`src/rtl/wave_seq_pkg.sv`:
```
// Shared definitions for the note sequencer.
//   SCALE_W : width of the Scale value handed to the sawtooth generator
//   state_e : sequencer control states
package wave_seq_pkg;

  localparam int unsigned SCALE_W = 6;

  typedef enum logic [1:0] {
    StIdle,
    StLoad,
    StPlay,
    StFinish
  } state_e;

endpackage

```
`src/rtl/tick_prescaler.sv`:
```
// Free-running divider producing a one-cycle tick every TICK_DIV cycles while run is high.
//   sysclk : clock
//   rst_n  : asynchronous active-low reset
//   clear  : synchronous clear, restarts the count so the next tick is TICK_DIV cycles away
//   run    : count enable
//   tick   : high for one cycle on the last count of each TICK_DIV period
module tick_prescaler #(
  parameter int unsigned TICK_DIV = 50000
) (
  input  logic sysclk,
  input  logic rst_n,
  input  logic clear,
  input  logic run,
  output logic tick
);

  localparam int unsigned CW = $clog2(TICK_DIV);
  localparam logic [CW-1:0] LastCnt = CW'(TICK_DIV - 1);

  logic [CW-1:0] cnt_q;

  always_ff @(posedge sysclk or negedge rst_n) begin
    if (!rst_n) begin
      cnt_q <= '0;
    end else if (clear) begin
      cnt_q <= '0;
    end else if (run) begin
      cnt_q <= (cnt_q == LastCnt) ? '0 : cnt_q + CW'(1);
    end
  end

  assign tick = run && (cnt_q == LastCnt);

endmodule

```
`src/rtl/wave_note_sequencer.sv`:
```
// Steps the sawtooth generator through a programmable table of {scale, duration} notes.
//   sysclk, rst_n          : clock, asynchronous active-low reset (also clears the table)
//   start / stop           : one-cycle pulses; stop overrides everything while busy
//   loop_en                : wrap to entry 0 after the last entry instead of finishing
//   cfg_we/addr/scale/dur  : table write port, usable in any state
//   Scale, Enable_SW_1     : generator controls (registered)
//   step_idx, busy, done   : status; done pulses once on normal completion
module wave_note_sequencer
  import wave_seq_pkg::*;
#(
  parameter int unsigned NUM_STEPS = 8,
  parameter int unsigned TICK_DIV  = 50000,
  parameter int unsigned DUR_W     = 8
) (
  input  logic                         sysclk,
  input  logic                         rst_n,
  input  logic                         start,
  input  logic                         stop,
  input  logic                         loop_en,
  input  logic                         cfg_we,
  input  logic [$clog2(NUM_STEPS)-1:0] cfg_addr,
  input  logic [SCALE_W-1:0]           cfg_scale,
  input  logic [DUR_W-1:0]             cfg_dur,
  output logic [SCALE_W-1:0]           Scale,
  output logic                         Enable_SW_1,
  output logic [$clog2(NUM_STEPS)-1:0] step_idx,
  output logic                         busy,
  output logic                         done
);

  localparam int unsigned IW = $clog2(NUM_STEPS);
  localparam logic [IW-1:0] LastStep = IW'(NUM_STEPS - 1);
  localparam logic [IW:0]   SkipFull = (IW + 1)'(NUM_STEPS);

  typedef struct packed {
    logic [SCALE_W-1:0] scale;
    logic [DUR_W-1:0]   dur;
  } entry_t;

  entry_t tbl_q [NUM_STEPS];

  state_e             state_q, state_d;
  logic [IW-1:0]      step_q, step_d;
  logic [IW:0]        skip_q, skip_d, skip_inc;
  logic [DUR_W-1:0]   dur_q, dur_d;
  logic [SCALE_W-1:0] scale_q, scale_d;
  logic               en_q, en_d;
  logic               done_q, done_d;
  logic               busy_q;
  logic               presc_clr, tick, advance, empty;
  entry_t             cur;

  tick_prescaler #(
    .TICK_DIV (TICK_DIV)
  ) u_prescaler (
    .sysclk (sysclk),
    .rst_n  (rst_n),
    .clear  (presc_clr),
    .run    (state_q == StPlay),
    .tick   (tick)
  );

  // Table write; LOAD samples the pre-edge contents, so a write to the playing entry
  // only shows up on that entry's next LOAD.
  always_ff @(posedge sysclk or negedge rst_n) begin
    if (!rst_n) begin
      for (int i = 0; i < NUM_STEPS; i++) tbl_q[i] <= '0;
    end else if (cfg_we && (32'(cfg_addr) < NUM_STEPS)) begin
      tbl_q[cfg_addr] <= '{scale: cfg_scale, dur: cfg_dur};
    end
  end

  assign cur      = tbl_q[step_q];
  assign skip_inc = skip_q + (IW + 1)'(1);

  always_comb begin
    state_d   = state_q;
    step_d    = step_q;
    skip_d    = skip_q;
    dur_d     = dur_q;
    scale_d   = scale_q;
    en_d      = en_q;
    done_d    = 1'b0;
    presc_clr = 1'b0;
    advance   = 1'b0;
    empty     = 1'b0;

    case (state_q)
      StIdle: begin
        if (start && !stop) begin
          state_d = StLoad;
          step_d  = '0;
          skip_d  = '0;
        end
      end
      StLoad: begin
        presc_clr = 1'b1;
        if (cur.dur == '0) begin
          skip_d  = skip_inc;
          advance = 1'b1;
          // A full lap of zero-duration entries means nothing can ever play.
          empty   = (skip_inc == SkipFull);
        end else begin
          skip_d  = '0;
          dur_d   = cur.dur;
          scale_d = cur.scale;
          en_d    = (cur.scale != '0);
          state_d = StPlay;
        end
      end
      StPlay: begin
        if (tick) begin
          if (dur_q == DUR_W'(1)) advance = 1'b1;
          else                    dur_d   = dur_q - DUR_W'(1);
        end
      end
      StFinish: state_d = StIdle;
      default:  state_d = StIdle;
    endcase

    if (advance) begin
      if (empty) begin
        state_d = StFinish;
      end else if (step_q == LastStep) begin
        if (loop_en) begin
          step_d  = '0;
          state_d = StLoad;
        end else begin
          state_d = StFinish;
        end
      end else begin
        step_d  = step_q + IW'(1);
        state_d = StLoad;
      end
    end

    if (state_d == StFinish) begin
      done_d  = 1'b1;
      scale_d = '0;
      en_d    = 1'b0;
    end

    // Abort wins over every other transition; step_idx freezes where it was.
    if (stop && (state_q != StIdle)) begin
      state_d = StIdle;
      step_d  = step_q;
      scale_d = '0;
      en_d    = 1'b0;
      done_d  = 1'b0;
    end
  end

  always_ff @(posedge sysclk or negedge rst_n) begin
    if (!rst_n) begin
      state_q <= StIdle;
      step_q  <= '0;
      skip_q  <= '0;
      dur_q   <= '0;
      scale_q <= '0;
      en_q    <= 1'b0;
      done_q  <= 1'b0;
      busy_q  <= 1'b0;
    end else begin
      state_q <= state_d;
      step_q  <= step_d;
      skip_q  <= skip_d;
      dur_q   <= dur_d;
      scale_q <= scale_d;
      en_q    <= en_d;
      done_q  <= done_d;
      busy_q  <= (state_d != StIdle);
    end
  end

  assign Scale       = scale_q;
  assign Enable_SW_1 = en_q;
  assign step_idx    = step_q;
  assign busy        = busy_q;
  assign done        = done_q;

endmodule

```
`config.mk`:
```
export PLATFORM = sky130hd
export DESIGN_NAME = wave_note_sequencer
export DESIGN_NICKNAME = d
export VERILOG_FILES = /design/src/rtl/wave_seq_pkg.sv /design/src/rtl/tick_prescaler.sv /design/src/rtl/wave_note_sequencer.sv
export SDC_FILE = /design/constraint.sdc
export NUM_CORES = 1
export LEC_CHECK = 0
export ABC_CLOCK_PERIOD_IN_PS = 5100
export CORE_MARGIN = 2
export CORE_UTILIZATION = 40
export CTS_CLUSTER_SIZE = 8
export DETAILED_ROUTE_END_ITERATION = 6
export PLACE_DENSITY_LB_ADDON = 0.12
export SLEW_MARGIN = 30
export SYNTH_ARGS = -nofsm -noshare
export SYNTH_HDL_FRONTEND = slang
export SYNTH_SLANG_ARGS = --single-unit
```
`constraint.sdc`:
```
create_clock -name sysclk -period 5.1 [get_ports sysclk]
set_input_delay 1.02 -clock sysclk [delete_from_list [all_inputs] [get_ports sysclk]]
set_output_delay 1.02 -clock sysclk [all_outputs]
set_load 0.01 [all_outputs]
```
; Word level (Yosys, flattened, before mapping)
; Index checks and enable logic that the tools add are counted.
[word_totals]
word_cells = 111
out_inout_bits = 12
reg_bits = 154
in_bits = 23
[op_classes]
n_addsub = 4
bitwise_logic = 2
magnitude_cmp = 3
n_eq_ne = 13
n_reduce_logical = 17
n_mux = 47
[op_table]
columns = cell, count
row1 = $bwmux 112, 1
row2 = $mux 16, 3
row3 = $bmux 14 s3, 1
row4 = $demux 14 s3, 1
row5 = $mux 14, 3
row6 = $mux 6, 4
row7 = $mux 8, 3
row8 = $mux 3, 6
row9 = $add 16x1->16 const B, 1
row10 = $eq 16x16->1 const B, 1
row11 = $pmux 8 s2, 1
row12 = $mux 2, 7
row13 = $mux 1, 12
row14 = $reduce_bool 2->1, 5
row15 = $eq 8x1->1 const B, 1
row16 = $ge 4x4->1 const B, 2
row17 = $logic_not 8->1, 1
row18 = $mux 4, 2
row19 = $ne 2x2->1 const B, 4
row20 = $not 3->4, 2
row21 = $pmux 4 s2, 1
row22 = $sub 8x1->8 const B, 1
row23 = $eq 2x2->1 const B, 3
row24 = $pmux 2 s3, 1
row25 = 15 further kinds, 19

; Longest topological paths before layout
; Gate-level depths: netlist of the first run.
[logic_depth]
ltp_word = 12
depth_mapped = 11

; By module
; A second synthesis of the first run with hierarchy kept.
[unflattened]
cells_unflattened = 562
hier_area_um2 = 7668.6
[modules_own_cells]
columns = mod, instances, cells_each, area_per_inst_um2
row1 = wave_note_sequencer, 1, 467, 6677.7
row2 = tick_prescaler, 1, 95, 991.0

; Least setup slack after synthesis of the first run
; OpenSTA, ideal clock, no wires.
[synth_timing]
kind = register to register
startpoint = register step_q[2] (netlist: step_idx[2])
endpoint = register step_q[1] (netlist: step_idx[1])
arrival_time_ps = 2785
setup_slack_ps = 2194
path_buffers = 2
path_stages_with_launch = 10
required_time_ps = 4978
path_cell_list = dfrtp_1 clkbuf_1 clkbuf_1 mux4_2 mux2i_1 nand4_2 nor3_4 nor2_2 or4_4 a32o_1
[synth_via]
elab_chain_cells = 9
elab_cells_between_ends = 13
[synth_lines]
columns = element, line
row1 = start: declaration, wave_note_sequencer.sv:43  ; logic [IW-1:0] step_q, step_d;
row2 = start signal: assignment, wave_note_sequencer.sv:165  ; step_q <= step_d;
row3 = $not 3->4 (implied by the code), wave_note_sequencer.sv:73  ; assign cur = tbl_q[step_q];
row4 = $bmux 14 s3, wave_note_sequencer.sv:73
row5 = $mux 14 (implied by the code) (2 in a row), wave_note_sequencer.sv:73
row6 = $logic_not 8->1, wave_note_sequencer.sv:98  ; if (cur.dur == '0) begin
row7 = $mux 1, wave_note_sequencer.sv:98
row8 = $mux 1, wave_note_sequencer.sv:88  ; case (state_q)
row9 = $mux 3, wave_note_sequencer.sv:122  ; if (empty) begin
row10 = $mux 3 (*), wave_note_sequencer.sv:121  ; if (advance) begin
; Every way passes the cells marked *; elsewhere a longest branch is shown, timed or not. The select of a mux whose other input is x is not followed.
; A chain may end at the register's enable or synchronous reset.

; Worst setup path after layout of the first run
[layout_timing]
startpoint = register step_q[0] (netlist: step_idx[0])
endpoint = register scale_q[0] (netlist: Scale[0])
[layout_via]
elab_chain_cells = 12
elab_cells_between_ends = 23
[layout_lines]
columns = element, line
row1 = $not 3->4 (implied by the code), wave_note_sequencer.sv:73
row2 = $bmux 14 s3, wave_note_sequencer.sv:73
row3 = $mux 14 (implied by the code) (2 in a row), wave_note_sequencer.sv:73
row4 = $logic_not 8->1, wave_note_sequencer.sv:98
row5 = $mux 1, wave_note_sequencer.sv:98
row6 = $mux 1, wave_note_sequencer.sv:88
row7 = $mux 2, wave_note_sequencer.sv:122
row8 = $mux 2, wave_note_sequencer.sv:121
row9 = $eq 2x2->1, wave_note_sequencer.sv:137  ; if (state_d == StFinish) begin
row10 = "$ne 3x1->1 (no source line), or another cell as far along", n/a
row11 = $reduce_and 2->1 (no source line) or $mux 6 (tied branches), n/a
row12 = end signal: assignment, wave_note_sequencer.sv:168  ; scale_q <= scale_d;
row13 = end: declaration, wave_note_sequencer.sv:46  ; logic [SCALE_W-1:0] scale_q, scale_d;
; Parallel ways exist; a longest one is shown, timed or not. The select of a mux whose other input is x is not followed.

==> flow_summary.json, run 1 <==
{
  "status": "completed",
  "pwr_density_cell_nw_per_um2": 428,
  "yosysUniqueCellTypes": 57,
  "clk_pin_slew_worst_paths_ps": 60,
  "power.total_w": 0.00373,
  "n_antenna_cell": 0,
  "vias_per_cell": 5.53,
  "fmax_ghz": 0.269,
  "vdd_drop_max_mv": 0.286,
  "tns_ps": 0,
  "die_w_um": 141,
  "fill_cells": 1627,
  "synthArstFlopShare_pct": 100,
  "netlist_area_um2": 7460,
  "placement.io_buffers": 34,
  "numCtsBuffers": 17,
  "worstPathArrival_ps": 3990,
  "ctsHtreeMaxLevel": 4,
  "core.rowCount": 49,
  "grt_max_degree": 90,
  "synth_nets": 603,
  "cpPeakStageDelay_ps": 840,
  "start_util_pct": 41.1,
  "die_h_um": 141,
  "cts_resized": 0,
  "die_area_um2": 19800,
  "layout-drive-gt1-share_pct": 28.9,
  "wl_per_cell_um": 19.6,
  "path_class": "reg2reg",
  "synth_top_cell_by_area": "dfrtp_1",
  "synth-edff-count": 0,
  "dr.pass1.iters": 5,
  "worstMarginPinSlew_ps": 802,
  "ant_nets": 0,
  "cp_slowest_cell": "dfrtp_1",
  "cp_max_fo": 15,
  "leakage_nw": 3.65,
  "synth_top_area_share_pct": 51.6,
  "grt_overflow": 0,
  "cts_root_buf": "clkbuf_16",
  "ys_seq_area_share_pct": 51.6,
  "clk_latency_ps": 430,
  "maxCapViolCount": 0,
  "wl_um": 16700,
  "utilization_pct": 48.0,
  "grt_pass1_vias": 5085,
  "dpl.hpwl_um": 11300,
  "antenna_found_initial": 0,
  "maxSlewViolCount": 0,
  "finalSetupViolCount": 0,
  "finalClockSkew_ps": 9.34,
  "cp_num_buf_inv": 1,
  "rsz0062_at_grt": "no",
  "core_um2": 18100,
  "cpLargestDelayFamily": "multiplexers",
  "synth_commonest_cells": "154 x dfrtp_1, 113 x mux2_2, 38 x nor2_1, 31 x mux2i_1, 22 x nand2_1",
  "ioPinCount": 35,
  "ys_seq_elements": 154,
  "syn_inst": 569,
  "routabilityCongestion": 0.747,
  "finalCriticalPeriod_ps": 3720,
  "ys_warn_count": 0,
  "drc": 0,
  "yosysMostFrequentCell": "dfrtp_1",
  "yosys-top-cells-area": "dfrtp_1 52%, mux2_2 17%, mux4_1 4.2%",
  "grt_pass1_wl_um": 27800,
  "syn_to_final_growth_pct": 16.9,
  "cts_tree": "yes",
  "post-cts-setup-buffer-count": 0,
  "worst_ep_required_time_ps": 5380,
  "path_cells": "buf_4 > mux4_1 > mux2i_1 > nand4_2 > nor3_4 > o31ai_1 > o311ai_1 > nor2_1",
  "cts_max_path_buffers": 2,
  "setup.worst_path.start_class": "register",
  "worstHoldPathType": "reg2reg",
  "crit_path_end_kind": "register",
  "grt_use_total_pct": 18.2,
  "drtIter0Drc": 202,
  "cts_sinks": 154,
  "synth_ff_type": "dfrtp_1",
  "fin_nets": 644,
  "finalHoldViolCount": 0,
  "fin_crit_sh_pct": 72.8,
  "vias": 4713,
  "syn_avg_cell_area_um2": 13.1,
  "slew-limit-headroom_pct": 45.7,
  "postCtsHoldBufs": 0
}
[where the power goes]
| part | switching, W | leakage, nW | internal (W) | total [W] |
|---|---|---|---|---|
| Sequential | 0.000161 | 1.90 | 0.00149 | 0.00165 |
| Combinational | 0.000405 | 1.45 | 0.000418 | 0.000824 |
| Clock | 0.000509 | 0.294 | 0.000749 | 0.00126 |
[cell families (layout without fill, tap and decap cells)]
logic type                 after synthesis  in the layout  share of synthesized area [%]
and+or+nand+nor                        126            126                           8.92
DFF                                    154            154                           51.6
xor gates and xnor gates                13             13                           1.53
adders and majority gates               11             11                           1.84
muxes                                  164            164                           27.9
AOI/OAI and AO/OA                       63             63                           5.89
buffers and inverters                   38             92                           2.33
[cell type report]
| class | instances | area, µm² | share of cell area (%) |
|---|---|---|---|
| clock buffers | 19 | 453 | 5.19 |
| clock inverters | 13 | 140 | 1.61 |
| inverters | 14 | 52.6 | 0.603 |
| multi-input cells | 377 | 3480 | 39.9 |
| flip-flops and latches | 154 | 3860 | 44.2 |
| well taps | 229 | 287 | 3.29 |
| repair buffers | 46 | 450 | 5.17 |
[state kept, by name, summed over array words and instances (netlist names)]
name / cells
skip_q: 4
Enable_SW_1: 1
Scale: 6
u_prescaler.cnt_q: 16
busy: 1
done: 1
tbl_q: 112
state_q: 2
dur_q: 8
step_idx: 3
[placed cells by master, fill, tap and decap left out, drive strengths merged, types with 3 or more instances in the layout]
cell type	instances
ha	11
xnor2	5
buf	13
clkinv	7
dfrtp	154
nor2b	6
nor3b	3
clkbuf	19
nand3	12
nor4	4
nor3	9
xor2	8
o21ai	15
and2	3
mux2	113
or4	3
nand4b	3
and3	3
nand2	22
a21boi	3
a22o	4
a31oi	3
a21oi	11
nand4	6
clkdlybuf4s50	33
nor2	39
o31ai	5
or3	3
a221oi	6
mux4	20
o21a	4
mux2i	31
inv	17
[routing by layer]
layer	up-vias	GRT usage (%)	routed length, µm
li1	2194	-	-
met1	2441	24.5	7850
met2	63	30.2	8230
met3	15	3.29	414
met4	0	6.05	216
met5	-	0	0
[through the flow]
step | instance area [µm²] | hold slack (ps) | setup WS [ps] | std cells
2_1_floorplan | 7460 | 470 | 2190 | 569
3_3_place_gp | 8080 | 479 | 1370 | 816
3_5_place_dp | 8100 | 486 | 1260 | 818
4_1_cts | 8690 | 504 | 1280 | 850
5_1_grt | 8720 | 518 | 934 | 852
6_report | 8720 | 500 | 1380 | 852
[path summary, 6_finish.rpt]
| path | start | end | slack [ps] | depth (start not counted) |
|---|---|---|---|---|
| hold reg to reg | tbl_q[7] | tbl_q[7] | 500 | 1 |
| setup / recovery | step_idx[0] | Scale[0] | 1380 | 8 |
| setup reg to reg | step_idx[0] | Scale[0] | 1380 | 8 |
| max in group asynchronous | rst_n | step_idx[1] | 3340 | 2 |
| hold / removal | tbl_q[7] | tbl_q[7] | 500 | 1 |
| min in group asynchronous | rst_n | u_prescaler.cnt_q[9] | 650 | 1 |
Power figures use the tool's default switching activity.
==> run 2: changes to the inputs <==
ABC_CLOCK_PERIOD_IN_PS = 3800   (was 5100)
clock period = 3.8 ns   (was 5.1 ns; I/O delays follow)
==> flow_summary.json, run 2 (synthesized netlist as in run 1, its figures left out) <==
{
  "status": "completed",
  "fin_crit_sh_pct": 87.7,
  "crit_path_end_kind": "register",
  "worstPathArrival_ps": 3600,
  "finalClockSkew_ps": 9.69,
  "regMostFlops": "tbl_q",
  "postCtsHoldBufs": 0,
  "clk_pin_slew_worst_paths_ps": 60,
  "power.share.clock_pct": 33.3,
  "start_util_pct": 41.1,
  "rsz0062_at_grt": "no",
  "wl_per_cell_um": 18.8,
  "syn_to_final_growth_pct": 16.4,
  "die_w_um": 141,
  "tns_ps": 0,
  "design_area_um2": 8690,
  "placement.io_buffers": 34,
  "ant_nets": 0,
  "core.rowCount": 49,
  "fin_nets": 647,
  "grt_use_total_pct": 17.6,
  "post-cts-setup-buffer-count": 0,
  "cts_max_path_buffers": 2,
  "largest_register_ffs": 112,
  "numCtsBuffers": 17,
  "wl_um": 16100,
  "vias_per_cell": 5.52,
  "routabilityCongestion": 0.832,
  "pwr_density_cell_nw_per_um2": 571,
  "mostFrequentLayoutCells": "153 x dfrtp_1, 113 x mux2_2, 38 x nor2_1",
  "setup.worst_path.start_class": "register",
  "power.switching_w": 0.00146,
  "slew-limit-headroom_pct": 41.0,
  "cts_tree": "yes",
  "finalHoldViolCount": 0,
  "clk_latency_ps": 420,
  "dpl.hpwl_um": 10600,
  "dr.pass1.iters": 6,
  "leakage_nw": 3.64,
  "finalSetupViolCount": 0,
  "grt_overflow": 0,
  "vias": 4719,
  "drtIter0Drc": 251,
  "drc": 0,
  "grt_pass1_wl_um": 26800,
  "ctsHtreeMaxLevel": 4,
  "grt_pass1_vias": 4935,
  "worst_ep_required_time_ps": 4070,
  "r2r_cells": 8,
  "cts_sinks": 154,
  "die_h_um": 141,
  "maxCapViolCount": 0,
  "comb_power_share_pct": 22.1,
  "grt_max_degree": 90,
  "cts_resized": 0,
  "worstHoldPathType": "in2async",
  "cp_max_fo": 18,
  "ioPinCount": 35,
  "antenna_found_initial": 0,
  "cts_root_buf": "clkbuf_16",
  "n_antenna_cell": 0,
  "path_class": "reg2reg",
  "placed_cell_area_um2": 8120,
  "power_frac_seq_pct": 44.6,
  "maxSlewViolCount": 0,
  "switching_share_pct": 29.5,
  "fmax_ghz": 0.300,
  "finalCriticalPeriod_ps": 3330,
  "layout_commonest_cell": "dfrtp_1",
  "fill_cells": 1630,
  "vdd_drop_max_mv": 0.294,
  "worstMarginPinSlew_ps": 871,
  "die_area_um2": 19800,
  "layout-drive-gt1-share_pct": 29.2,
  "core_um2": 18100,
  "internal_power_w": 0.00350,
  "reg.largest.list": "tbl_q x112, u_prescaler.cnt_q x16, dur_q x8"
}
## run 2: power groups by stage
stage | Sequential (W) | Combinational, W | Clock (W)
after CTS | 0.00221 | 0.00110 | 0.00170
after detailed placement | 0.00224 | 0.00110 | 0
after floorplan | 0.00218 | 0.000799 | 0
final | 0.00221 | 0.00110 | 0.00165
after global placement | 0.00223 | 0.00108 | 0
after global routing | 0.00226 | 0.00123 | 0.00177
## run 2: path summary, 6_finish.rpt
kind,start,to,slack (ps)
setup / recovery,step_idx[0],Scale[2],470
hold / removal,rst_n,u_prescaler.cnt_q[11],310
min in group sysclk,tbl_q[56],tbl_q[56],500
setup reg to reg,step_idx[0],Scale[2],470
max in group asynchronous,rst_n,step_idx[1],2600
hold reg to reg,tbl_q[56],tbl_q[56],500
## run 2: final cells by class
class | instances | area, µm² | area share [%]
multi-input combinational | 377 | 3450 | 39.8
tap | 229 | 287 | 3.30
inverter | 14 | 52.6 | 0.605
clock buffer | 18 | 439 | 5.05
clock inverter | 14 | 134 | 1.54
sequential | 154 | 3850 | 44.4
timing repair buffer | 49 | 467 | 5.37
## run 2: critical path, stage by stage, from the launching register on
cell and delay [ps]:
dfrtp_1 320, buf_4 300, mux4_1 600, mux2i_1 430, nand4_1 310, nor3_4 260
o31ai_1 100, o311ai_1 740, nor2_1 120
## run 2: through the flow
| step | worst slack, ps | instances | power [W] | hold slack [ps] | utilization [%] |
|---|---|---|---|---|---|
| after detailed placement | 416 | 823 | 0.00334 | 485 | 44.7 |
| after global placement | 559 | 823 | 0.00331 | 479 | 44.7 |
| final | 466 | 855 | 0.00496 | 311 | 47.9 |
| after CTS | 420 | 855 | 0.00501 | 330 | 47.9 |
| after global routing | 196 | 855 | 0.00526 | 344 | 47.9 |
| after floorplan | 894 | 569 | 0.00297 | 464 | - |
## run 2: per-layer routing
| metal | vias to the layer above | routed length (µm) | track usage [%] |
|---|---|---|---|
| met1 | 2422 | 7770 | 23.9 |
| met2 | 74 | 7690 | 28.1 |
| met3 | 15 | 474 | 4.35 |
| li1 | 2208 | - | - |
| met4 | 0 | 180 | 5.21 |
| met5 | - | 0 | 0 |
